[src/rtl/rat_call_stack.sv]
// Return-address stack feeding the RAT program-counter mux FROM_STACK input.
// CALL pushes, RET pops with zero-latency read of the top; sticky OVF/UNF flags.
module rat_call_stack #(
  parameter int DEPTH = 32,
  parameter int WIDTH = 10
) (
  input  logic                         CLK,
  input  logic                         RST_N,
  input  logic                         PUSH,
  input  logic                         POP,
  input  logic [WIDTH-1:0]             PUSH_DATA,
  input  logic                         CLR_ERR,
  output logic [WIDTH-1:0]             FROM_STACK,
  output logic [$clog2(DEPTH+1)-1:0]   COUNT,
  output logic                         EMPTY,
  output logic                         FULL,
  output logic                         OVF,
  output logic                         UNF
);

  localparam int CW = $clog2(DEPTH + 1);
  localparam int AW = (DEPTH > 1) ? $clog2(DEPTH) : 1;

  logic [WIDTH-1:0] r_mem [DEPTH];
  logic [CW-1:0]    r_sp;
  logic             r_ovf;
  logic             r_unf;

  logic             w_empty;
  logic             w_full;
  logic             w_we;
  logic             w_set_ovf;
  logic             w_set_unf;
  logic [CW-1:0]    w_sp_nxt;
  logic [AW-1:0]    w_wr_idx;
  logic [AW-1:0]    w_top_idx;

  assign w_empty   = (r_sp == '0);
  assign w_full    = (r_sp == CW'(DEPTH));
  assign w_top_idx = AW'(r_sp - CW'(1));

  // Push+pop on a non-empty stack overwrites the top in place, so it never
  // trips OVF even when full; on an empty stack it degrades to a plain push.
  always_comb begin
    w_we      = 1'b0;
    w_wr_idx  = AW'(r_sp);
    w_sp_nxt  = r_sp;
    w_set_ovf = 1'b0;
    w_set_unf = 1'b0;
    if (PUSH && POP && !w_empty) begin
      w_we     = 1'b1;
      w_wr_idx = w_top_idx;
    end else if (PUSH) begin
      if (w_full) begin
        w_set_ovf = 1'b1;
      end else begin
        w_we     = 1'b1;
        w_sp_nxt = r_sp + CW'(1);
      end
    end else if (POP) begin
      if (w_empty) begin
        w_set_unf = 1'b1;
      end else begin
        w_sp_nxt = r_sp - CW'(1);
      end
    end
  end

  // A new error in the same cycle as CLR_ERR wins, keeping the flag set.
  always_ff @(posedge CLK or negedge RST_N) begin
    if (!RST_N) begin
      r_sp  <= '0;
      r_ovf <= 1'b0;
      r_unf <= 1'b0;
    end else begin
      r_sp  <= w_sp_nxt;
      r_ovf <= w_set_ovf | (r_ovf & ~CLR_ERR);
      r_unf <= w_set_unf | (r_unf & ~CLR_ERR);
    end
  end

  always_ff @(posedge CLK) begin
    if (w_we) begin
      r_mem[w_wr_idx] <= PUSH_DATA;
    end
  end

  assign FROM_STACK = w_empty ? '0 : r_mem[w_top_idx];
  assign COUNT      = r_sp;
  assign EMPTY      = w_empty;
  assign FULL       = w_full;
  assign OVF        = r_ovf;
  assign UNF        = r_unf;

endmodule
[config.mk]
export PLATFORM = sky130hd
export DESIGN_NAME = rat_call_stack
export DESIGN_NICKNAME = d
export VERILOG_FILES = /design/src/rtl/rat_call_stack.sv
export SDC_FILE = /design/constraint.sdc
export NUM_CORES = 1
export LEC_CHECK = 0
export ABC_AREA = 1
export BUFFER_PORTS_ARGS = -buffer_cell sky130_fd_sc_hd__buf_4
export CORE_UTILIZATION = 40
export DETAILED_ROUTE_END_ITERATION = 10
export PLACE_DENSITY = 0.53
export SYNTH_ARGS = -nofsm -noshare
export SYNTH_HDL_FRONTEND = slang
export SYNTH_SLANG_ARGS = --single-unit
[constraint.sdc]
create_clock -name CLK -period 4.2 [get_ports CLK]
set_clock_uncertainty 0.2 [all_clocks]
set_input_delay 0.42 -clock CLK [delete_from_list [all_inputs] [get_ports CLK]]
set_output_delay 0.42 -clock CLK [all_outputs]
set_load 0.02 [all_outputs]
==> results.json <==
{
  "status": "complete, no violations",
  "synth_nets": 1237,
  "cts_tree": "built",
  "slew_headroom_pct": 35.3,
  "rsz0062_at_grt": "false",
  "multi_input_area_mm2": 0.00354,
  "nets": 1285,
  "cts_resized": 0,
  "synth-seq-area-share_pct": 71.4,
  "setup_violations": 0,
  "post-route-util_pct": 46.7,
  "drtIter0Drc": 916,
  "grt_pass1_wl_um": 54600,
  "dp_cells": 1673,
  "drive_gt1_share_pct": 11.4,
  "area_growth_syn_to_layout_pct": 14.5,
  "start_kind": "flip-flop",
  "drv_slew": 0,
  "worst_pin_slew_ns": 0.971,
  "drc": 0,
  "power_frac_comb_pct": 45.3,
  "rows": 67,
  "critical_path_class": "flip-flop to primary output",
  "syn-cell-area_mm2": 0.0137,
  "cp_data_arrival_time_ns": 3.29,
  "power_frac_clock_pct": 23.4,
  "synthTopCellsByArea": "edfxtp_1 70%, nand2_1 11%, nand3_1 10%",
  "dp_hpwl_um": 20300,
  "worstPathMaxFanout": 61,
  "fmax_ghz": 0.256,
  "yosysWarnings": 0,
  "vias": 9019,
  "switching_share_pct": 42.7,
  "final_antenna_net_count": 0,
  "cap_viol_max_count": 0,
  "yosysTopAreaCellShare_pct": 69.9,
  "die-area_mm2": 0.0351,
  "drt-total-wl_um": 35400,
  "end_kind": "primary output",
  "powerDensity_mw_per_mm2": 786,
  "syn_avg_cell_area_um2": 11.3,
  "port_buffers": 34,
  "die_x_um": 187,
  "seq_area_mm2": 0.00981,
  "hp-class": "input pin to async pin",
  "intPower_uw": 7090,
  "core_mm2": 0.0337,
  "vdd_drop_max_mv": 0.610,
  "first_global_vias": 8799,
  "fin_crit_ns": 3.91,
  "grt_antenna_before_repair": 0,
  "cts-root-buf": "clkbuf_16",
  "ys_seq_elements": 328,
  "die_y_um": 187,
  "clock_sinks": 328,
  "drtPass1Iterations": 5,
  "grt_max_degree": 167,
  "finalHoldViolations": 0,
  "grt_overflow": 0,
  "finalCritPeriodShare_pct": 93.0,
  "cp.required_ns": 3.58,
  "p_sw_uw": 5280,
  "pwr-share-seq_pct": 31.3,
  "nFillCells": 3069,
  "fin_tns_setup_ns": 0,
  "critical-path-max-stage-delay_ns": 0.67,
  "routed_via_density": 5.19,
  "power_leakage_uw": 0.00580,
  "cts_max_path_buffers": 3,
  "initial_core_util_pct": 40.8,
  "htreeDepth": 2,
  "slowest_stage": "buf_4",
  "synth_top_area_cell": "edfxtp_1",
  "cts_buffers": 36,
  "synth_cells": 1219,
  "mostFrequentLayoutCells": "402 x nand2_1, 320 x edfxtp_1, 285 x nand3_1, 75 x buf_4, 50 x nor2_1",
  "path_clk_slew_ns": 0.06,
  "fin_cells": 1738,
  "final_common_cell": "nand2_1",
  "pin_count": 35,
  "clock_latency_ns": 0.51,
  "ys_types": 24,
  "gp_congestion": 0.811,
  "wire_per_inst_um": 20.4,
  "path_cells": "inv_1, ha_4, buf_4, nand3_1, nand3_1, nand3_1, nand2_1, nand2_1, nand2_1, nor2_1, buf_4",
  "grt_use_total_pct": 20.6
}
## registers in the layout, summed over array words and instances, names as in the netlist
name	count
r_mem	320
COUNT	6
OVF	1
UNF	1
## power groups by stage
| stage | clock (uW) | combinational, uW | sequential (uW) |
|---|---|---|---|
| 2_1_floorplan | 0 | 3550 | 3940 |
| 3_3_place_gp | 0 | 5670 | 3930 |
| 3_5_place_dp | 0 | 5660 | 3940 |
| 4_1_cts | 2940 | 5680 | 3870 |
| 5_1_grt | 3070 | 6250 | 3890 |
| 6_report | 2890 | 5600 | 3870 |
## final timing paths
path | start | to | slack, ns | depth (start not counted)
max | COUNT[1] | FROM_STACK[1] | 0.29 | 11
min | RST_N | COUNT[3] | 0.07 | 2
max reg2reg | COUNT[0] | r_mem[14][7] | 0.90 | 8
min in group CLK | PUSH | COUNT[5] | 0.11 | 5
min reg2reg | UNF | UNF | 0.32 | 2
max in group asynchronous | RST_N | COUNT[0] | 3.56 | 2
## through the flow
stage	hold WS [ns]	setup slack [ns]	area (um2)	power, uW
global placement	0.0509	0.797	14600	9600
detailed placement	0.0545	0.818	14600	9600
finish	0.0669	0.292	15700	12400
CTS	0.0607	0.272	15700	12500
global route	0.0621	0.0453	15700	13200
floorplan	-0.0756	1.06	13700	7490
## area by class of cell
| type | count | area share (%) |
|---|---|---|
| antenna | 1 | 0.0159 |
| tap | 448 | 3.56 |
| clock buffer | 44 | 6.05 |
| multi-input combinational | 790 | 22.5 |
| inverter | 30 | 0.731 |
| timing repair buffer | 81 | 4.09 |
| clock inverter | 16 | 0.692 |
| sequential | 328 | 62.4 |
## timing repair
| action | CTS | global route |
|---|---|---|
| hold buffers | 4 | 0 |
| buffers inserted | 0 | 0 |
| hold endpoints to repair | 10 | 0 |
## worst max-delay path: cells and delay by family, from the launching register on
family	cells	cell delay [ns]
buffers and inverters	3	0.96
and+or+nand+nor	7	0.85
adders and majority gates	1	0.47
DFF	1	0.45
## cells by family (layout without fill, tap and decap cells)
kind of cell	count (synthesis)	in the layout	synth area share, %
and+or+nand+nor	750	750	23.6
xor gates and xnor gates	6	6	0.382
buffers and inverters	101	171	3.06
other	0	1	0
AOI/OAI and AO/OA	31	31	1.32
adders and majority gates	3	3	0.273
DFF	328	328	71.4
## cells in the mapped netlist, drive strengths merged
library cell / number
nand2: 405
edfxtp: 320
nand3: 290
nor2: 51
buf: 42
inv: 30
clkbuf: 29
o21ai: 20
a21oi: 10
dfrtp: 8
xor2: 6
ha: 3
nand4: 3
o32ai: 1
or2: 1
## per-layer routing
| layer | GRT usage [%] | part of all wire, % |
|---|---|---|
| met5 | 0 | 0 |
| met1 | 30.7 | 48 |
| met3 | 2.51 | 4.7 |
| met2 | 31.4 | 45 |
| met4 | 6.29 | 2.3 |
Note: power is estimated with default switching activity, not from simulation.
